**src/rtl/qa_driver_csr_pkg.sv**
```systemverilog
// Shared CSR-path types: SREG data/address, the SREG bridge FSM encoding and
// the default data returned when a LEAP SREG read times out.
package qa_driver_csr_pkg;

  typedef logic [63:0] t_sreg;
  typedef logic [31:0] t_sreg_addr;

  typedef enum logic [1:0] {
    S_IDLE,
    S_REQ,
    S_WAIT,
    S_RSP
  } t_sreg_bridge_state;

  localparam t_sreg SREG_TIMEOUT_DATA = 64'hDEAD_BEEF_DEAD_BEEF;

endpackage

```
**src/rtl/qa_driver_timeout_ctr.sv**
```systemverilog
// Saturating timeout counter: clear wins over enable, and the count parks at
// CYCLES-1 so that expired stays asserted instead of wrapping.
module qa_driver_timeout_ctr #(
  parameter int CYCLES = 4096,
  localparam int W     = (CYCLES > 1) ? $clog2(CYCLES) : 1
) (
  input  logic clk,
  input  logic reset_n,
  input  logic clear,
  input  logic enable,
  output logic expired
);

  localparam logic [W-1:0] LAST = W'(CYCLES - 1);

  logic [W-1:0] cnt_q;

  always_ff @(posedge clk or negedge reset_n) begin
    if (!reset_n)                cnt_q <= '0;
    else if (clear)              cnt_q <= '0;
    else if (enable && !expired) cnt_q <= cnt_q + 1'b1;
  end

  assign expired = (cnt_q == LAST);

endmodule

```
**src/rtl/qa_driver_sreg_bridge.sv**
```systemverilog
// Bridges one-cycle CSR SREG read triggers onto the LEAP valid/ready request
// channel; a timeout forces exactly one response per accepted trigger.
module qa_driver_sreg_bridge
  import qa_driver_csr_pkg::*;
#(
  parameter int          TIMEOUT_CYCLES = 4096,
  parameter logic [63:0] TIMEOUT_DATA   = SREG_TIMEOUT_DATA
) (
  input  logic        clk,
  input  logic        reset_n,
  input  logic [31:0] sreg_addr,
  input  logic        sreg_req_rdy,
  output logic [63:0] sreg_rsp,
  output logic        sreg_rsp_enable,
  output logic        leap_req_valid,
  output logic [31:0] leap_req_addr,
  input  logic        leap_req_ready,
  input  logic        leap_rsp_valid,
  input  logic [63:0] leap_rsp_data,
  input  logic        err_clear,
  output logic        err_timeout,
  output logic        err_overlap
);

  t_sreg_bridge_state state_q, state_d;
  logic       stale_q, stale_d;
  logic       pend_q, pend_d;
  t_sreg_addr addr_d;
  t_sreg      rsp_d;
  logic       err_to_d, err_ov_d;
  logic       timer_clear, timer_en, timer_expired;

  logic in_idle, accept, launch_pend, defer, overlap, rsp_take, to_req, to_wait;

  assign in_idle     = (state_q == S_IDLE);
  assign accept      = in_idle && sreg_req_rdy && !stale_q && !pend_q;
  assign defer       = in_idle && sreg_req_rdy &&  stale_q && !pend_q;
  assign launch_pend = in_idle && pend_q && !stale_q;
  assign overlap     = sreg_req_rdy && (!in_idle || pend_q);
  assign rsp_take    = (state_q == S_WAIT) && leap_rsp_valid && !stale_q;
  assign to_req      = (state_q == S_REQ) && timer_expired;
  assign to_wait     = (state_q == S_WAIT) && timer_expired && !rsp_take;

  assign timer_clear = in_idle;
  assign timer_en    = (state_q == S_REQ) || (state_q == S_WAIT);

  qa_driver_timeout_ctr #(.CYCLES(TIMEOUT_CYCLES)) u_timer (
    .clk     (clk),
    .reset_n (reset_n),
    .clear   (timer_clear),
    .enable  (timer_en),
    .expired (timer_expired)
  );

  always_ff @(posedge clk or negedge reset_n) begin
    if (!reset_n) state_q <= S_IDLE;
    else          state_q <= state_d;
  end

  // Expiry beats a same-cycle ready in REQ so the response deadline holds.
  always_comb begin
    state_d = state_q;
    case (state_q)
      S_IDLE: if (accept || launch_pend) state_d = S_REQ;
      S_REQ:  if (timer_expired)         state_d = S_RSP;
              else if (leap_req_ready)   state_d = S_WAIT;
      S_WAIT: if (rsp_take || timer_expired) state_d = S_RSP;
      S_RSP:  state_d = S_IDLE;
      default: state_d = S_IDLE;
    endcase
  end

  // A request LEAP accepted but we abandoned still owes a response: mark it stale.
  always_comb begin
    stale_d  = (stale_q && !leap_rsp_valid) || to_wait || (to_req && leap_req_ready);
    pend_d   = (pend_q && !launch_pend) || defer;
    addr_d   = (accept || defer) ? sreg_addr : leap_req_addr;
    rsp_d    = sreg_rsp;
    if (rsp_take)                rsp_d = leap_rsp_data;
    else if (to_req || to_wait)  rsp_d = TIMEOUT_DATA;
    err_to_d = to_req || to_wait || (err_timeout && !err_clear);
    err_ov_d = overlap || (err_overlap && !err_clear);
  end

  always_ff @(posedge clk or negedge reset_n) begin
    if (!reset_n) begin
      stale_q         <= 1'b0;
      pend_q          <= 1'b0;
      leap_req_addr   <= '0;
      leap_req_valid  <= 1'b0;
      sreg_rsp        <= '0;
      sreg_rsp_enable <= 1'b0;
      err_timeout     <= 1'b0;
      err_overlap     <= 1'b0;
    end else begin
      stale_q         <= stale_d;
      pend_q          <= pend_d;
      leap_req_addr   <= addr_d;
      leap_req_valid  <= (state_d == S_REQ);
      sreg_rsp        <= rsp_d;
      sreg_rsp_enable <= (state_d == S_RSP);
      err_timeout     <= err_to_d;
      err_overlap     <= err_ov_d;
    end
  end

endmodule

```
**config.mk**
```make
export PLATFORM = sky130hd
export DESIGN_NAME = qa_driver_sreg_bridge
export DESIGN_NICKNAME = d
export VERILOG_FILES = /design/src/rtl/qa_driver_csr_pkg.sv /design/src/rtl/qa_driver_timeout_ctr.sv /design/src/rtl/qa_driver_sreg_bridge.sv
export SDC_FILE = /design/constraint.sdc
export NUM_CORES = 1
export LEC_CHECK = 0
export CAP_MARGIN = 30
export CORE_ASPECT_RATIO = 0.5
export CORE_MARGIN = 3
export CORE_UTILIZATION = 45
export DETAILED_ROUTE_END_ITERATION = 12
export GPL_TIMING_DRIVEN = 0
export PLACE_DENSITY_LB_ADDON = 0.2
export SLEW_MARGIN = 20
export SYNTH_ARGS = -nofsm -noshare
export SYNTH_HDL_FRONTEND = slang
export SYNTH_SLANG_ARGS = --single-unit
```
**constraint.sdc**
```tcl
create_clock -name clk -period 3.9 [get_ports clk]
set_input_delay 0.78 -clock clk [delete_from_list [all_inputs] [get_ports clk]]
set_output_delay 0.78 -clock clk [all_outputs]
set_load 0.1 [all_outputs]
```
-- Yosys cells after proc, flatten, opt, wreduce, memory -nomap -nowiden
Index checks and enable logic that the tools add are counted.
- input port bits: 102
- flip-flop bits (word level): 116
- equal/unequal tests: 6
- $add $sub $neg: 1
- muxes and demuxes: 9
- reduce and logical (&&, ||, !) cells: 41
- operators with widths (cell ; count):
    64-bit 2-to-1 mux ; 2
    12-bit 2-to-1 mux ; 2
    1-bit logical AND ; 19
    12-bit by 1-bit adder with 12-bit output (second input constant) ; 1
    12-bit equality test (second input constant) ; 1
    1-bit logical OR ; 11
    1-bit logical NOT ; 8
    2-bit 2-to-1 mux ; 4
    2-bit case mux with 4 select lines ; 1
    2-bit equality test (second input constant) ; 3
    2-bit by 1-bit equality test with 1-bit output (second input constant) ; 2
    2-bit nonzero test ; 2
    2-bit logical NOT ; 1

-- Logic depth before layout (Yosys ltp)
- depth in word-level cells: 8
- gate-level depth with buffers: 7

-- Modules after synthesis
From an unflattened synthesis, not the netlist that was laid out.
- cells, all modules: 326
- area, all modules: 4570.6 µm²
- by module, submodules not included (module ; instances ; cells each ; area each (µm²)):
    qa_driver_sreg_bridge ; 1 ; 259 ; 3908.7
    qa_driver_timeout_ctr ; 1 ; 67 ; 661.9

-- Worst setup path before layout
No wires, ideal clock.
- path kind: register -> register
- start point: register u_timer.cnt_q[0]
- end point: register sreg_rsp[36]
- arrival: 1.731 ns
- buffers on the path: 1
- setup time: 0.123 ns
- path slack: 2.047 ns
- cell stages (with the launch flop): 7
- required time: 3.777 ns
- period minus slack after synthesis: 1.853 ns
- cells stage by stage: dfrtp_1 -> ha_1 -> nand4_2 -> or3_4 -> o21a_1 -> buf_6 -> a22o_1
- longest elaborated chain between the ends: 5
- elaborated cells on any way between the ends: 6
- classes of those cells: eq/ne (1); reduce/logical (5)
- ends and longest elaborated chain (what ; line ; RTL):
    from (decl) ; qa_driver_timeout_ctr.sv:16 ; logic [W-1:0] cnt_q;
    from (signal assigned) ; qa_driver_timeout_ctr.sv:21 ; else if (enable && !expired) cnt_q <= cnt_q + 1'b1;
    12-bit equality test * ; qa_driver_timeout_ctr.sv:24 ; assign expired = (cnt_q == LAST);
    1-bit logical AND (2 in a row) ; qa_driver_sreg_bridge.sv:42 ; assign to_wait = (state_q == S_WAIT) && timer_expired && !rsp_take;
    1-bit logical OR * ; qa_driver_sreg_bridge.sv:80 ; else if (to_req || to_wait) rsp_d = TIMEOUT_DATA;
    2-bit nonzero test (no source line) * ; n/a ;
    to (signal assigned) ; qa_driver_sreg_bridge.sv:100 ; sreg_rsp <= rsp_d;
    to (decl) ; qa_driver_sreg_bridge.sv:13 ; output logic [63:0] sreg_rsp,
Mark *: on every way between the ends. The rest lies on a longest branch, timed or not.
A chain may end at the register's enable or synchronous reset.

-- Worst setup path in the final report
- start point: register sreg_rsp[46]
- end point: output port sreg_rsp[46]
No word-level cell between the ends.

==> impl_metrics.ini <==
[worst_setup_path]
cp_max_fo = 2
critPathKind = reg -> out
cp_slowest_stage_delay_ps = 1160
end_kind = primary output
critical_path.cell_chain = clkdlybuf4s50_1
cp-start-kind = register
crit_arrival_ps = 1940
endpoint = sreg_rsp[46]
crit_slowest_cell = clkdlybuf4s50_1
rr_startpoint = state_q[0]$_DFF_PN0_
rrSetupSlack_ps = 1650
worstSetupStartpoint = sreg_rsp[46]$_DFFE_PN0P_
cp_top_family = buffers and inverters
worst-r2r-cell-count = 6
crit_required_ps = 3120
crit_cells = 1
reg2reg_to = sreg_rsp[6]$_DFFE_PN0P_
path_buf_inv = 1

[floorplanning]
num_rows = 25
die-area_mm2 = 0.0114
start_util = 0.473
io_pins = 202
die_h_um = 77.2
core_mm2 = 0.00963
die_x_um = 148

[clocking]
cts_sinks = 116
postCtsSetupBuffers = 0
cts_inserted_buffers = 17
clkLatencyLatePin_ps = 400
clkTransAtPathRegs_ps = 60
max-clock-path-buffers = 2
cts_resized = 0
cts_root_buf = clkbuf_16
ctsHoldBuffers = 0
htree_levels = 4
cts_tree = built

[grt]
grt_pass1_wl_um = 20600
grt_pass1_vias = 3929
grt_max_degree = 63
antenna_found_initial = 0
track_usage = 0.230
grt_overflow = 0

[timing]
fin_tns_setup_ps = 0
slew-limit-headroom = 0.320
setup_viol = 0
skew_ps = 11.9
max_freq_ghz = 0.368
tightestPinTransition_ps = 1020
layout_min_cycle_time_ps = 2720
fin_crit_sh = 0.696
rsz0062_at_grt = no
slew_violations = 0
finalHoldViolCount = 0

[route]
highest_layer = met4
drt_iter0_drc = 144
dr_wl_met2_um = 6220
drt_pass1_iterations = 4
num_vias = 3711
wl_per_cell_um = 18.1
drcViolationCount = 0
wl_met3_um = 973
drt-total-wl_um = 12600
ant_nets = 0
avgViaCountPerCell = 5.30
wl_met1_um = 5290

[synthesis]
synth_top_family_by_area = compound AO/OA/AOI/OAI gates
synth_commonest_cells = dfrtp_1 (116), o22a_1 (48), mux2_2 (32)
yosysMostFrequentCell = dfrtp_1
synth.top_cell.area_share = 0.637
synthArstFlopShare = 1.00
ys_ff_latch = 116
synth_xor_xnor_area_share = 0.00192
syn_inst = 331
ys_top_cells_by_area = dfrtp_1 (64%), o22a_1 (9.2%), mux2_2 (7.9%)
synth_edf_count = 0
synth_mux_area_frac = 0.0791
syn_area_mm2 = 0.00456
synth_ff_type = dfrtp_1
yosys.area_share.simple = 0.0582
synth.distinct_cells = 38
synth_top_cell_by_area = dfrtp_1
synth_compound_area_frac = 0.177
synth.avg_cell_area_um2 = 13.8
ys_seq_area_frac = 0.637
yosys.area_share.adder = 0.0165
syn_nets = 439
synth_warnings = 0

[min_path]
hold_class = in -> async

[layout]
area_growth_pct = 61.8
final_net_count = 660
antenna_cells = 0
final_area_mm2 = 0.00737
drive_gt1_frac = 0.133

[place]
portBuffers = 201
dpl.hpwl_um = 9050
place.gp.congestion = 0.798
placed_cell_area_mm2 = 0.00677

[flow_run]
maxCapViolations = 0

[outcome]
outcome = complete, no violations
==> kinds of logic (layout without fill, tap and decap cells) <==
family	Yosys count	count (layout)
and+or+nand+nor	44	44
xor gates and xnor gates	1	1
adders and majority gates	6	6
muxes	32	32
AOI/OAI and AO/OA	104	104
DFF	116	116
buffers and inverters	28	262
==> cell usage in the layout, fill, tap and decap left out, types with 3 or more instances in the layout <==
master / synthesis / routed
o22a_1: 48 / 48
mux2_2: 32 / 32
or4_1: 5 / 5
inv_1: 11 / 11
buf_6: 4 / 5
clkbuf_1: 8 / 11
a22o_1: 17 / 17
nor2_1: 6 / 6
clkdlybuf4s50_1: 0 / 200
or3_1: 5 / 5
ha_1: 6 / 6
dfrtp_1: 116 / 116
clkinv_2: 0 / 4
buf_1: 3 / 3
o21ai_0: 11 / 11
bufinv_16: 0 / 3
o31ai_1: 5 / 5
a21oi_1: 13 / 13
clkbuf_8: 0 / 3
nand3_1: 9 / 9
clkbuf_16: 0 / 17
nand2_1: 4 / 4
==> metal layers <==
metal | up-vias | track usage
met5 | - | 0
met2 | 148 | 0.383
met3 | 12 | 0.0874
met4 | 0 | 0.0618
met1 | 1849 | 0.285
li1 | 1702 | -
==> worst reg2reg max path, cell delays in order, from the launching register on <==
cell and delay (ps):
dfrtp_1 410, inv_1 140, ha_1 300, nand2_1 250
clkbuf_1 420, buf_1 450, o22a_1 220
==> flip-flops by register name (all words and copies together), names as in the netlist <==
signal and cells:
stale_q 1, sreg_rsp_enable 1, leap_req_valid 1, leap_req_addr 32, pend_q 1, err_timeout 1, state_q 2, err_overlap 1
u_timer.cnt_q 12, sreg_rsp 64
==> final cells by class <==
| type | count | area [um2] |
|---|---|---|
| Buffer | 17 | 96.3 |
| Clock buffer | 23 | 478 |
| Clock inverter | 9 | 126 |
| Fill cell | 658 | 2260 |
| Inverter | 11 | 41.3 |
| Multi-Input combinational cell | 187 | 1520 |
| Sequential cell | 116 | 2900 |
| Tap cell | 135 | 169 |
| Timing Repair Buffer | 202 | 2040 |
==> how the worst min path moves through the flow <==
stage / from / end / slack, ps / depth (start not counted)
6_report: reset_n / leap_req_addr[21]$_DFFE_PN0P_ / 330 / 1
5_1_grt: reset_n / leap_req_addr[26]$_DFFE_PN0P_ / 360 / 1
4_1_cts: reset_n / leap_req_addr[26]$_DFFE_PN0P_ / 340 / 1
3_5_place_dp: sreg_rsp[16]$_DFFE_PN0P_ / sreg_rsp[16]$_DFFE_PN0P_ / 480 / 1
3_3_place_gp: sreg_rsp[11]$_DFFE_PN0P_ / sreg_rsp[11]$_DFFE_PN0P_ / 470 / 1
2_1_floorplan: reset_n / err_overlap$_DFF_PN0_ / 480 / 0
==> through the flow <==
step	std cells	utilization	setup slack, ps	hold slack, ps
2_1_floorplan	331	-	2050	484
3_3_place_gp	667	0.699	-2460	469
3_5_place_dp	668	0.702	1200	476
4_1_cts	700	0.765	1150	345
5_1_grt	700	0.765	1140	359
6_report	700	0.765	1180	332
Power is left out: the tool's default activity adds up to more than one toggle a clock period on the data nets, which glitch-free logic cannot reach.
